File: config.mk
export PLATFORM = sky130hd
export DESIGN_NAME = small_comb_fifo
export DESIGN_NICKNAME = d
export VERILOG_FILES = /design/src/rtl/small_comb_pkg.sv /design/src/rtl/small_comb_fifo_mem.sv /design/src/rtl/small_comb_fifo.sv
export SDC_FILE = /design/constraint.sdc
export NUM_CORES = 1
export LEC_CHECK = 0
export BUFFER_PORTS_ARGS = -buffer_cell sky130_fd_sc_hd__buf_4
export CAP_MARGIN = 10
export CORE_MARGIN = 8
export CORE_UTILIZATION = 38
export CTS_BUF_LIST = sky130_fd_sc_hd__clkbuf_4 sky130_fd_sc_hd__clkbuf_8 sky130_fd_sc_hd__clkbuf_16
export DETAILED_ROUTE_END_ITERATION = 8
export GPL_TIMING_DRIVEN = 0
export SYNTH_ARGS = -nofsm -noshare
export SYNTH_HDL_FRONTEND = slang
export SYNTH_HIERARCHICAL = 1
export SYNTH_SLANG_ARGS = --single-unit
File: constraint.sdc
create_clock -name clk -period 2.8 [get_ports clk]
set_input_delay 0.28 -clock clk [delete_from_list [all_inputs] [get_ports clk]]
set_output_delay 0.28 -clock clk [all_outputs]
set_load 0.02 [all_outputs]
File: src/rtl/small_comb_pkg.sv
// Shared sizing defaults for the small result FIFO that sits behind the
// combinational stage.
package small_comb_pkg;
  localparam int SC_DW    = 8;
  localparam int SC_DEPTH = 4;
  localparam int SC_AW    = $clog2(SC_DEPTH);
endpackage

File: src/rtl/small_comb_fifo_mem.sv
// DEPTH x DW storage: one synchronous write port, one asynchronous read port.
// Contents are deliberately left unreset.
module small_comb_fifo_mem #(
  parameter int DW    = 8,
  parameter int DEPTH = 4,
  parameter int AW    = $clog2(DEPTH)
) (
  input  logic          clk,
  input  logic          we,
  input  logic [AW-1:0] waddr,
  input  logic [DW-1:0] wdata,
  input  logic [AW-1:0] raddr,
  output logic [DW-1:0] rdata
);
  logic [DEPTH-1:0][DW-1:0] mem;

  always_ff @(posedge clk) begin
    if (we) mem[waddr] <= wdata;
  end

  assign rdata = mem[raddr];
endmodule

File: src/rtl/small_comb_fifo.sv
// Small synchronous FIFO buffering upstream combinational results.
// Handshake flags depend only on registered occupancy, never on wr_valid/rd_ready.
module small_comb_fifo
  import small_comb_pkg::*;
#(
  parameter int DW    = SC_DW,
  parameter int DEPTH = SC_DEPTH
) (
  input  logic                     clk,
  input  logic                     rst,
  input  logic                     wr_valid,
  input  logic [DW-1:0]            wr_data,
  output logic                     wr_ready,
  output logic                     rd_valid,
  output logic [DW-1:0]            rd_data,
  input  logic                     rd_ready,
  output logic [$clog2(DEPTH):0]   level,
  output logic                     overflow
);
  localparam int AW = $clog2(DEPTH);
  localparam logic [AW:0] FULL_LVL = (AW+1)'(DEPTH);

  logic [AW-1:0] wr_ptr, rd_ptr;
  logic          wr_acc, rd_acc;

  assign wr_ready = (level != FULL_LVL);
  assign rd_valid = (level != '0);
  assign wr_acc   = wr_valid & wr_ready;
  assign rd_acc   = rd_valid & rd_ready;

  small_comb_fifo_mem #(.DW(DW), .DEPTH(DEPTH), .AW(AW)) u_mem (
    .clk   (clk),
    .we    (wr_acc),
    .waddr (wr_ptr),
    .wdata (wr_data),
    .raddr (rd_ptr),
    .rdata (rd_data)
  );

  // Pointers wrap naturally since DEPTH is a power of two.
  always_ff @(posedge clk) begin
    if (rst) begin
      wr_ptr   <= '0;
      rd_ptr   <= '0;
      level    <= '0;
      overflow <= 1'b0;
    end else begin
      if (wr_acc) wr_ptr <= wr_ptr + 1'b1;
      if (rd_acc) rd_ptr <= rd_ptr + 1'b1;
      case ({wr_acc, rd_acc})
        2'b10:   level <= level + 1'b1;
        2'b01:   level <= level - 1'b1;
        default: level <= level;
      endcase
      if (wr_valid && !wr_ready) overflow <= 1'b1;
    end
  end
endmodule

==> results of run 1 <==
## through the flow
stage,worst slack (ns),power (mW),util [%]
global route,0.334,1.95,48.3
detailed placement,0.549,1.41,45.5
floorplan,0.596,1.18,-
global placement,0.420,1.39,45.3
CTS,0.514,1.87,48.3
finish,0.544,1.84,48.3
## kinds of logic after synthesis
kind of cell    share of synthesized area (%)
compound gates                           3.43
xor+xnor                                 2.23
fa+ha+maj                                2.07
buf+inv                                  2.47
flops                                    71.4
mux                                      11.5
simple gates                             6.93
## worst paths after layout
path                            depth (start not counted)  slack, ns       endpoint       start
worst min-delay path                                    1       0.19  u_mem/mem[11]  wr_data[3]
worst max register to register                          9       0.54       level[2]    level[2]
worst min register to register                          2       0.50       overflow    overflow
worst max-delay path                                    9       0.54       level[2]    level[2]
## report_power, final
part	leakage [nW]	total, mW	switching, mW	internal, mW
registers	0.359	0.776	0.0574	0.718
clock network	0.0541	0.457	0.193	0.263
logic	0.278	0.608	0.315	0.293
## sequential cells by signal, indices dropped and copies added (netlist names)
| signal | count |
|---|---|
| overflow | 1 |
| u_mem/mem | 32 |
| wr_ptr | 2 |
| level | 3 |
| rd_ptr | 2 |
## cells in the mapped netlist (all sizes together)
master,n
a21oi,4
and3,1
and3b,2
buf,1
clkbuf,2
dfxtp,8
edfxtp,32
fa,1
ha,1
inv,5
mux4,8
nand2,2
nand2b,1
nand3,1
nor2,7
nor3b,2
o21ai,3
o311ai,1
o31a,1
or3,3
xnor2,1
xor2,3
## per-layer routing
metal,wire [microns],track usage [%],vias up
met4,10,3.82,0
met5,0,0,-
met1,1170,11.1,415
met3,198,4.02,2
li1,-,-,406
met2,1440,16.9,24
## cell type report
type                            count  share of cell area [%]
Clock buffer                        5                    3.56
Inverter                            5                   0.972
Multi-Input combinational cell     42                    21.2
Buffer                              3                    1.04
Clock inverter                      3                    2.20
Sequential cell                    40                    58.0
Tap cell                           50                    3.24
Timing Repair Buffer               25                    9.72
## worst register-to-register path, cell delays in order, from the launching register on
cell and delay [ns]:
sky130_fd_sc_hd__dfxtp_1 0.43, sky130_fd_sc_hd__nor3b_2 0.33, sky130_fd_sc_hd__inv_2 0.08, sky130_fd_sc_hd__nand2_1 0.11
sky130_fd_sc_hd__ha_1 0.19, sky130_fd_sc_hd__inv_1 0.06, sky130_fd_sc_hd__fa_1 0.37, sky130_fd_sc_hd__xor2_1 0.16
sky130_fd_sc_hd__or3_1 0.31, sky130_fd_sc_hd__a21oi_1 0.15
==> summary.md, run 1 <==
| Metric | Value |
|---|---|
| Clock latency on the worst-skew pair | `0.29 ns` |
| Port buffer count | `24` |
| Area after DPL | `between 0.0015 and 0.002 sq mm` |
| Kind of end point of the critical path | `flip-flop` |
| Storage cell area | `roughly 0.0011 sq mm` |
| Area of the mapped netlist | `about 0.0016 sq mm` |
| Clock tree sinks | `40` |
| Maximum fanout along the worst path | `7` |
| N_diodes | `0` |
| Clock transition at the registers of the reported paths | `0.07 ns` |
| DRT Wirelength | `about 2.8 mm` |
| Die Wd | `80.3 microns` |
| Result of the run | `finished clean` |
| Mean Syn Cell Area | `17.4 sq um` |
| Overflow left after global routing | `0` |
| Final non-filler cell area | `approximately 0.0019 sq mm` |
| Clock root buffer master | `sky130_fd_sc_hd__clkbuf_8` |
| Leading cell type in the layout, fill and taps excluded | `sky130_fd_sc_hd__edfxtp_1` |
| Buffers from clock root to sink, at most | `2` |
| Total of flip-flops plus latches after synthesis | `40` |
| WP buf/inv | `2` |
| Area occupied by multi-input gates | `approximately 400 sq um` |
| Portion of synthesized cell area occupied by the leading cell type | `a little over 60%` |
| Routed Antenna Nets | `0` |
| Fraction of the yosys area taken by sequential cells | `71.4%` |
| Commonest non-fill, non-tap cells in the layout | `32 x sky130_fd_sc_hd__edfxtp_1, 25 x sky130_fd_sc_hd__buf_4, 8 x sky130_fd_sc_hd__dfxtp_1, 8 x sky130_fd_sc_hd__mux4_2, 7 x sky130_fd_sc_hd__nor2_1` |
| Startpoint kind of the worst setup timing path | `flip-flop` |
| Vias post-DR | `847` |
| Reported max-cap violation count | `0` |
| Power per unit of standard cell area | `roughly 950 mW/mm^2` |
| Arrival time of the worst setup path | `~2.5 ns` |
| Hold slack final | `~0.19 ns` |
| Required time of the critical path | `roughly 3.0 ns` |
| Starting Density | `between 30% and 40%` |
| Cell family with most CP delay | `simple AND/OR/NAND/NOR gates` |
| Final period demand of the worst path | `2.26 ns` |
| GPL Wtd Cong | `around 0.65` |
| Number of antenna violations at the first check in global routing | `0` |
| Share of final-layout standard cells stronger than drive strength 1 | `between 30% and 40%` |
| Count of pins over their slew limit | `0` |
| Ratio of final minimum period to clock period | `about 80%` |
| Number of instances resized during post-cts repair | `0` |
| Total number of nets in the final design | `approximately 140` |
| Setup bufs post-CTS | `0` |
| Number of levels in the clock H-tree | `2` |
| Clock tree from TritonCTS | `built` |
| Yosys top cell by area | `sky130_fd_sc_hd__edfxtp_1` |
| Classification of the worst-slack hold path | `in -> reg` |
| Total iterations of the first detailed-routing run | `4` |
| Final setup vio count | `0` |
| Non-filler cells in the finished layout | `roughly 170` |
| Unrepaired setup endpoints after global routing | `false` |
| Worst slew margin relative to its limit | `between 40% and 50%` |
| Routed wire length per instance | `between 15 and 20 microns` |
| Count of pins on the block boundary | `26` |
| Area growth from synthesis to final layout | `23.0%` |
| Actual slew at the worst max-slew pin | `~0.8 ns` |
| Placed instance count | `between 150 and 200` |
| Standby leakage power | `slightly below 0.7 nW` |
| Area of the die | `~0.0064 sq mm` |
| Floorplan core area | `roughly 0.004 sq mm` |
| Vert. Die Dim | `80.3 microns` |
| Largest net degree at the start of global routing | `14` |
| Fin. Hold Viols | `0` |
| Instance count of the mapped netlist | `90` |
| Vias per Instance | `around 5` |
| Cells taking the most area after synthesis | `sky130_fd_sc_hd__edfxtp_1 61%, sky130_fd_sc_hd__mux4_2 11%, sky130_fd_sc_hd__dfxtp_1 10%, sky130_fd_sc_hd__nor2_1 1.7%, sky130_fd_sc_hd__xor2_1 1.7%` |
| Post-detailed-placement half-perimeter wirelength | `1.98 mm` |
| Final-layout setup total negative slack | `0 ns` |
| Warnings, synthesis | `6` |
| Top achievable clock speed | `between 400 and 500 MHz` |
| Critical Path Max Stage Delay | `about 0.43 ns` |
| Initial DRC count | `33` |
| Peak supply drop | `~0.00044 V` |
| Number of global-route vias before repair | `972` |
| Number of nets produced by synthesis | `approximately 100` |
| GRT Overall Usage | `between 10% and 20%` |
| CP cell instances | `nor3b_2, inv_2, nand2_1, ha_1, inv_1, fa_1, xor2_1, or3_1, a21oi_1` |
| DRC Markers | `0` |
| Distinct cell type count after synthesis | `27` |
| Type of the worst setup path | `reg -> reg` |
| Critical-path cell with the highest stage delay | `sky130_fd_sc_hd__dfxtp_1` |
| Final clock skew | `around 0.0029 ns` |
| First-pass GRT wire length | `approximately 4.8 mm` |
| Number of buffers inserted for hold repair after clock tree synthesis | `0` |
| Number of placement rows | `23` |
| Count of filler cells inserted in the layout | `roughly 350` |
| CTS buffer count | `5` |
(Power assumes the default switching activity.)
==> run 2, diff against run 1 <==
==> constraint.sdc (replaced) <==
create_clock -name clk -period 1.9 [get_ports clk]
set_input_delay 0.19 -clock clk [delete_from_list [all_inputs] [get_ports clk]]
set_output_delay 0.19 -clock clk [all_outputs]
set_load 0.02 [all_outputs]
==> summary.md, run 2 (synthesized netlist as in run 1, its figures left out) <==
| Metric | Value |
|---|---|
| Final setup vio count | `1 (was 0)` |
| Final clock skew | `0.00619 ns (was 0.00286 ns)` |
| Final period demand of the worst path | `1.93 ns (was 2.26 ns)` |
| Leading cell type in the layout, fill and taps excluded | `sky130_fd_sc_hd__edfxtp_1 (unchanged)` |
| Number of global-route vias before repair | `909 (was 972)` |
| Critical-path cell with the highest stage delay | `sky130_fd_sc_hd__dfxtp_4 (was sky130_fd_sc_hd__dfxtp_1)` |
| Unrepaired setup endpoints after global routing | `true (was false)` |
| N_diodes | `0 (unchanged)` |
| Fin. Hold Viols | `0 (unchanged)` |
| Type of the worst setup path | `reg -> reg (unchanged)` |
| Maximum fanout along the worst path | `4 (was 7)` |
| Regs by FF count | `u_mem/mem: 32 flops, level: 3 flops (unchanged)` |
| Setup slack of the critical path after layout | `-0.0284 ns (was 0.544 ns)` |
| Result of the run | `finished, violations left (was finished clean)` |
| Buffers from clock root to sink, at most | `2 (unchanged)` |
| Clock tree sinks | `40 (unchanged)` |
| Vias per Instance | `4.81 (was 4.90)` |
| Routed Antenna Nets | `0 (unchanged)` |
| Total number of nets in the final design | `140 (was 136)` |
| Worst slew margin relative to its limit | `69.0% (was 46.0%)` |
| Arrival time of the worst setup path | `2.14 ns (was 2.48 ns)` |
| Routed wire length per instance | `16.0 microns (was 16.3 microns)` |
| Instance count along the most critical hold path | `1 (unchanged)` |
| Area of the die | `0.00644 sq mm (unchanged)` |
| Kind of end point of the critical path | `flip-flop (unchanged)` |
| GPL Wtd Cong | `0.650 (was 0.654)` |
| Share of final-layout standard cells stronger than drive strength 1 | `45.7% (was 38.2%)` |
| Final-layout setup total negative slack | `-0.0284 ns (was 0 ns)` |
| Power per unit of standard cell area | `1410 mW/mm^2 (was 953 mW/mm^2)` |
| Destination of the worst register-to-register timing path | `level[2] (unchanged)` |
| Met2 WL | `1.38 mm (was 1.44 mm)` |
| Met3 routed wirelength | `160 microns (was 198 microns)` |
| Worst min-delay path endpoint | `u_mem/mem[12] (was u_mem/mem[11])` |
| WP buf/inv | `2 (unchanged)` |
| Commonest non-fill, non-tap cells in the layout | `32 x sky130_fd_sc_hd__edfxtp_1, 29 x sky130_fd_sc_hd__buf_4, 8 x sky130_fd_sc_hd__mux4_2 (was 32 x sky130_fd_sc_hd__edfxtp_1, 25 x sky130_fd_sc_hd__buf_4, 8 x sky130_fd_sc_hd__dfxtp_1, 8 x sky130_fd_sc_hd__mux4_2, 7 x sky130_fd_sc_hd__nor2_1)` |
| Peak supply drop | `0.000776 V (was 0.000445 V)` |
| Clock latency on the worst-skew pair | `0.29 ns (about the same)` |
| Port buffer count | `24 (unchanged)` |
| Area growth from synthesis to final layout | `27.3% (was 23.0%)` |
| Largest net degree at the start of global routing | `13 (was 14)` |
| Die Wd | `80.3 microns (unchanged)` |
| CTS buffer count | `5 (unchanged)` |
| Critical Path Max Stage Delay | `0.37 ns (was 0.43 ns)` |
| Violated checks | `negative setup slack` |
| Largest register by flop count | `u_mem/mem (unchanged)` |
| Min-Delay Startpoint | `wr_data[4] (was wr_data[3])` |
| Clock root buffer master | `sky130_fd_sc_hd__clkbuf_8 (unchanged)` |
| Count of cells along the worst register-to-register path | `9 (unchanged)` |
| Highest routing layer actually used | `met4 (unchanged)` |
| Required time of the critical path | `2.11 ns (was 3.02 ns)` |
| Standby leakage power | `0.720 nW (was 0.691 nW)` |
| Cell family with most CP delay | `simple AND/OR/NAND/NOR gates (unchanged)` |
| Ratio of final minimum period to clock period | `101% (was 80.6%)` |
| Number of levels in the clock H-tree | `2 (unchanged)` |
| Classification of the worst-slack hold path | `in -> reg (unchanged)` |
| Initial DRC count | `47 (was 33)` |
| Largest register FFs | `32 (unchanged)` |
| Clock transition at the registers of the reported paths | `0.07 ns (about the same)` |
| Count of pins on the block boundary | `26 (unchanged)` |
| Starting Density | `39.3% (unchanged)` |
| Startpoint kind of the worst setup timing path | `flip-flop (unchanged)` |
| GRT Overall Usage | `9.26% (was 10.0%)` |
| Number of placement rows | `23 (unchanged)` |
| Actual slew at the worst max-slew pin | `0.460 ns (was 0.809 ns)` |
| Reported max-cap violation count | `0 (unchanged)` |
| Overflow left after global routing | `0 (unchanged)` |
| Post-detailed-placement half-perimeter wirelength | `1.93 mm (was 1.98 mm)` |
| Floorplan core area | `0.00400 sq mm (unchanged)` |
| DRT Wirelength | `2.83 mm (was 2.81 mm)` |
| Number of antenna violations at the first check in global routing | `0 (unchanged)` |
| Launch instance of the worst register-to-register path | `level[0] (was level[2])` |
| Clock tree from TritonCTS | `built (unchanged)` |
| Count of pins over their slew limit | `0 (unchanged)` |
| CP cell instances | `nor3b_4, inv_2, nand2_2, ha_4, inv_1, fa_2, xor2_1, or3_1, a21oi_1 (was nor3b_2, inv_2, nand2_1, ha_1, inv_1, fa_1, xor2_1, or3_1, a21oi_1)` |
| Vert. Die Dim | `80.3 microns (unchanged)` |
| Detailed-route wire length on metal 1 | `1.23 mm (was 1.17 mm)` |
| Total iterations of the first detailed-routing run | `4 (unchanged)` |
| Total power | `2.81 mW (was 1.84 mW)` |
| Top achievable clock speed | `519 MHz (was 443 MHz)` |
| DRC Markers | `0 (unchanged)` |
| First-pass GRT wire length | `4.42 mm (was 4.77 mm)` |
| Vias post-DR | `852 (was 847)` |
| Slack of the worst reg-to-reg path | `-0.03 ns (was 0.54 ns)` |
[run 2: cell type report]
type | instances | area, sq um
buffer | 3 | 20.0
clock buffer | 6 | 76.3
clock inverter | 2 | 35.0
fill | 358 | 2000
inverter | 5 | 18.8
multi-input combinational | 42 | 439
sequential | 40 | 1130
tap | 50 | 62.6
timing repair buffer | 29 | 218
[run 2: layer usage]
metal  GRT usage [%]  vias to the layer above
li1                -                      412
met1            10.9                      412
met2            14.6                       23
met3            3.46                        5
met4            4.36                        0
met5               0                        -
[run 2: power by group]
group          internal [mW]  switching, mW
Sequential              1.07         0.0830
Clock                  0.404          0.275
Combinational          0.492          0.490
[run 2: worst max path at each step]
stage | from | to | slack [ns] | depth (start not counted)
CTS | level[1] | level[2] | -0.05 | 9
global placement | level[2] | u_mem/mem[7] | -0.43 | 5
floorplan | level[2] | level[2] | -0.02 | 9
finish | level[0] | level[2] | -0.03 | 9
detailed placement | level[0] | level[2] | -0.07 | 9
global route | level[0] | level[2] | -0.13 | 9
[run 2: what timing repair did]
item | in CTS | in global routing
hold buffers | 0 | 0
gates resized for setup | 1 | 0
setup endpoints to repair | 6 | 1
endpoints found under the hold margin | 0 | 0
pin swaps | 1 | 1
setup buffers | 1 | 3
[run 2: per-stage QoR]
| stage | hold slack, ns | cells | setup WS, ns | utilization, % | cell area, sq um |
|---|---|---|---|---|---|
| 6_report | 0.0952 | 177 | -0.0284 | 50.0 | 2000 |
| 5_1_grt | 0.0881 | 177 | -0.132 | 50.0 | 2000 |
| 4_1_cts | 0.0922 | 174 | -0.0462 | 49.4 | 1980 |
| 3_5_place_dp | 0.394 | 165 | -0.0691 | 46.3 | 1850 |
| 3_3_place_gp | 0.390 | 164 | -0.427 | 46.1 | 1850 |
| 2_1_floorplan | 0.289 | 90 | -0.0206 | - | 1600 |
==> run 3, diff against run 2 <==
--- a/config.mk
+++ b/config.mk
@@ -5,6 +5,7 @@
 export SDC_FILE = /design/constraint.sdc
 export NUM_CORES = 1
 export LEC_CHECK = 0
+export ABC_AREA = 1
 export BUFFER_PORTS_ARGS = -buffer_cell sky130_fd_sc_hd__buf_4
 export CAP_MARGIN = 10
 export CORE_MARGIN = 8
==> constraint.sdc (replaced) <==
create_clock -name clk -period 2.08 [get_ports clk]
set_input_delay 0.208 -clock clk [delete_from_list [all_inputs] [get_ports clk]]
set_output_delay 0.208 -clock clk [all_outputs]
set_load 0.02 [all_outputs]
==> summary.md, run 3 <==
| Metric | Value |
|---|---|
| Area growth from synthesis to final layout | `20.6% (was 27.3%)` |
| Clock tree sinks | `40 (unchanged)` |
| Arrival time of the worst setup path | `1.84 ns (was 2.14 ns)` |
| Setup slack of the critical path after layout | `0.234 ns (was -0.0284 ns)` |
| Classification of the worst-slack hold path | `in -> reg (unchanged)` |
| Buffers from clock root to sink, at most | `2 (unchanged)` |
| Regs by FF count | `u_mem/mem: 32 flops, level: 3 flops (unchanged)` |
| Largest register by flop count | `u_mem/mem (unchanged)` |
| Number of global-route vias before repair | `1275 (was 909)` |
| DRC Markers | `0 (unchanged)` |
| First-pass GRT wire length | `5.86 mm (was 4.42 mm)` |
| Maximum fanout along the worst path | `6 (was 4)` |
| Vias post-DR | `1249 (was 852)` |
| Reported max-cap violation count | `0 (unchanged)` |
| Count of pins on the block boundary | `26 (unchanged)` |
| Highest routing layer actually used | `met4 (unchanged)` |
| Met3 routed wirelength | `247 microns (was 160 microns)` |
| DRT Wirelength | `3.36 mm (was 2.83 mm)` |
| Fraction of synthesis flops using an asynchronous set or reset pin | `0% (unchanged)` |
| Count of cells along the worst register-to-register path | `7 (was 9)` |
| Final setup vio count | `0 (was 1)` |
| GRT Overall Usage | `10.5% (was 9.26%)` |
| Peak supply drop | `0.000673 V (was 0.000776 V)` |
| Number of flops mapped to enable cells by yosys | `32 (unchanged)` |
| Port buffer count | `25 (was 24)` |
| Largest net degree at the start of global routing | `13 (unchanged)` |
| GPL Wtd Cong | `0.718 (was 0.650)` |
| Largest register FFs | `32 (unchanged)` |
| Number of antenna violations at the first check in global routing | `0 (unchanged)` |
| Type of the worst setup path | `reg -> reg (unchanged)` |
| Fin. Hold Viols | `0 (unchanged)` |
| Power per unit of standard cell area | `1130 mW/mm^2 (was 1410 mW/mm^2)` |
| Count of pins over their slew limit | `0 (unchanged)` |
| Overflow left after global routing | `0 (unchanged)` |
| N_diodes | `0 (unchanged)` |
| CP Capture Point | `u_mem/mem[2] (was level[2])` |
| Critical-path cell with the highest stage delay | `sky130_fd_sc_hd__nor3_1 (was sky130_fd_sc_hd__dfxtp_4)` |
| Unrepaired setup endpoints after global routing | `false (was true)` |
| Post-detailed-placement half-perimeter wirelength | `2.42 mm (was 1.93 mm)` |
| Total of flip-flops plus latches after synthesis | `40 (unchanged)` |
| Initial DRC count | `104 (was 47)` |
| Critical Path Max Stage Delay | `0.54 ns (was 0.37 ns)` |
| Floorplan core area | `0.00466 sq mm (was 0.00400 sq mm)` |
| Final clock skew | `0.00679 ns (was 0.00619 ns)` |
| Yosys top cell by area | `sky130_fd_sc_hd__edfxtp_1 (unchanged)` |
| Final period demand of the worst path | `1.85 ns (was 1.93 ns)` |
| Clock tree from TritonCTS | `built (unchanged)` |
| Met2 WL | `1.55 mm (was 1.38 mm)` |
| Launch instance of the worst register-to-register path | `level[0] (unchanged)` |
| Share of final-layout standard cells stronger than drive strength 1 | `23.5% (was 45.7%)` |
| Kind of end point of the critical path | `flip-flop (unchanged)` |
| Total iterations of the first detailed-routing run | `4 (unchanged)` |
| Setup Slack @ Placement | `-0.0457 ns (was -0.0691 ns)` |
| Number of buffers inserted for hold repair after clock tree synthesis | `0 (unchanged)` |
| Number of placement rows | `25 (was 23)` |
| Mean Syn Cell Area | `9.52 sq um (was 17.4 sq um)` |
| Area of the die | `0.00722 sq mm (was 0.00644 sq mm)` |
| Detailed-route wire length on metal 1 | `1.50 mm (was 1.23 mm)` |
| Actual slew at the worst max-slew pin | `0.684 ns (was 0.460 ns)` |
| Number of nets produced by synthesis | `204 (was 104)` |
| Instance count of the mapped netlist | `190 (was 90)` |
| Library cell with the highest instance count after synthesis | `sky130_fd_sc_hd__nand2_1 (was sky130_fd_sc_hd__edfxtp_1)` |
| Standby leakage power | `1.02 nW (was 0.720 nW)` |
| Ratio of final minimum period to clock period | `88.7% (was 101%)` |
| Synth cell count leaders | `52 x sky130_fd_sc_hd__nand2_1, 40 x sky130_fd_sc_hd__inv_1, 32 x sky130_fd_sc_hd__edfxtp_1 (was 32 x sky130_fd_sc_hd__edfxtp_1, 8 x sky130_fd_sc_hd__dfxtp_1, 8 x sky130_fd_sc_hd__mux4_2)` |
| Warnings, synthesis | `6 (unchanged)` |
| Commonest non-fill, non-tap cells in the layout | `52 x sky130_fd_sc_hd__nand2_1, 40 x sky130_fd_sc_hd__inv_1, 32 x sky130_fd_sc_hd__edfxtp_1 (was 32 x sky130_fd_sc_hd__edfxtp_1, 29 x sky130_fd_sc_hd__buf_4, 8 x sky130_fd_sc_hd__mux4_2)` |
| Clock root buffer master | `sky130_fd_sc_hd__clkbuf_8 (unchanged)` |
| Die Wd | `85.0 microns (was 80.3 microns)` |
| Vias per Instance | `4.46 (was 4.81)` |
| Required time of the critical path | `2.08 ns (was 2.11 ns)` |
| Routed Antenna Nets | `0 (unchanged)` |
| Cells taking the most area after synthesis | `sky130_fd_sc_hd__edfxtp_1 53%, sky130_fd_sc_hd__nand2_1 11%, sky130_fd_sc_hd__dfxtp_1 8.9%, sky130_fd_sc_hd__inv_1 8.3%, sky130_fd_sc_hd__nand3_1 5.3% (was sky130_fd_sc_hd__edfxtp_1 61%, sky130_fd_sc_hd__mux4_2 11%, sky130_fd_sc_hd__dfxtp_1 10%, sky130_fd_sc_hd__nor2_1 1.7%, sky130_fd_sc_hd__xor2_1 1.7%)` |
| Top achievable clock speed | `542 MHz (was 519 MHz)` |
| Total number of nets in the final design | `239 (was 140)` |
| Clock latency on the worst-skew pair | `0.29 ns (about the same)` |
| Clock transition at the registers of the reported paths | `0.07 ns (about the same)` |
| Vert. Die Dim | `85.0 microns (was 80.3 microns)` |
| Result of the run | `finished clean (was finished, violations left)` |
| Startpoint of the worst setup timing path | `level[0] (unchanged)` |
| Fraction of the yosys area taken by sequential cells | `62.0% (was 71.4%)` |
| Total power | `2.46 mW (was 2.81 mW)` |
| Area of the mapped netlist | `0.00181 sq mm (was 0.00157 sq mm)` |
| Worst slew margin relative to its limit | `54.1% (was 69.0%)` |
| Startpoint kind of the worst setup timing path | `flip-flop (unchanged)` |
| Destination of the worst register-to-register timing path | `u_mem/mem[2] (was level[2])` |
| Number of levels in the clock H-tree | `2 (unchanged)` |
| CP cell instances | `inv_2, nand3_4, nand2_4, inv_2, inv_1, nor3_1, buf_4 (was nor3b_4, inv_2, nand2_2, ha_4, inv_1, fa_2, xor2_1, or3_1, a21oi_1)` |
| CTS buffer count | `5 (unchanged)` |
| Portion of synthesized cell area occupied by the leading cell type | `53.1% (was 61.2%)` |
| Routed wire length per instance | `12.0 microns (was 16.0 microns)` |
| Main synth FF type | `sky130_fd_sc_hd__edfxtp_1 (unchanged)` |
| Slack of the worst reg-to-reg path | `0.23 ns (was -0.03 ns)` |
| Leading cell type in the layout, fill and taps excluded | `sky130_fd_sc_hd__nand2_1 (was sky130_fd_sc_hd__edfxtp_1)` |
| Most frequent CP cell | `sky130_fd_sc_hd__inv_2` |
| Distinct cell type count after synthesis | `24 (was 27)` |
| Starting Density | `38.8% (was 39.3%)` |
==> run 3: cell count changes in the layout (fill, tap and decap cells not counted), sizes merged, moves of 3 or more <==
| cell | before | now |
|---|---|---|
| inv | 5 | 48 |
| mux4 | 8 | 0 |
| or3 | 3 | 0 |
| nand3 | 1 | 21 |
| nand2 | 2 | 53 |
| xor2 | 3 | 0 |
| nor3 | 0 | 4 |
==> run 3: kinds of logic after synthesis <==
group / synth area share, %
flops: 62.0
buf+inv: 12.2
compound gates: 2.21
fa+ha+maj: 1.80
simple gates: 21.7
==> run 3: worst min path at each step <==
stage / start / end / slack, ns / cells after the start
3_5_place_dp: rst / overflow / 0.38 / 2
2_1_floorplan: rst / overflow / 0.28 / 1
6_report: rst / overflow / 0.09 / 2
4_1_cts: rst / overflow / 0.08 / 2
3_3_place_gp: rst / overflow / 0.38 / 2
5_1_grt: rst / overflow / 0.08 / 2
==> run 3: area by class of cell <==
type                            instances  area [sq um]
Inverter                               49           186
Clock inverter                          1          5.00
Fill cell                             450          2480
Tap cell                               54          67.6
Buffer                                  4          35.0
Sequential cell                        40          1120
Timing Repair Buffer                   28           210
Multi-Input combinational cell         97           470
Clock buffer                            7          83.8
==> run 3: stage by stage <==
stage | area [sq um] | hold slack [ns] | cells | utilization (%) | setup TNS [ns]
after CTS | 2180 | 0.0796 | 280 | 46.8 | 0
final | 2180 | 0.0855 | 280 | 46.8 | 0
after floorplan | 1810 | 0.277 | 190 | - | 0
after global routing | 2180 | 0.0759 | 280 | 46.8 | 0
after global placement | 2060 | 0.381 | 269 | 44.3 | -2.82
after detailed placement | 2090 | 0.384 | 272 | 44.8 | -0.363
==> run 3: critical path, delay by kind of cell, from the launching register on <==
kind	cells	cell delay, ns
buffers and inverters	4	0.50
flip-flops	1	0.35
AND/OR/NAND/NOR	3	0.72
==> run 3: power breakdown <==
| part | internal (mW) | switching, mW | total, mW | leakage, nW |
|---|---|---|---|---|
| Combinational | 0.359 | 0.584 | 0.943 | 0.612 |
| Clock | 0.261 | 0.242 | 0.503 | 0.0491 |
| Sequential | 0.960 | 0.0511 | 1.01 | 0.359 |
| Total | 1.58 | 0.877 | 2.46 | 1.02 |
==> run 3: per-layer routing <==
metal  vias to the layer above  GRT usage (%)
li1                        662              -
met1                       552           11.6
met2                        28           17.0
met3                         7           4.34
met4                         0           4.85
met5                         -              0
==> run 3: repair_timing <==
| action | CTS | global route |
|---|---|---|
| setup buffers | 0 | 0 |
| resized for setup | 1 | 0 |
| setup endpoints to repair | 8 | 0 |
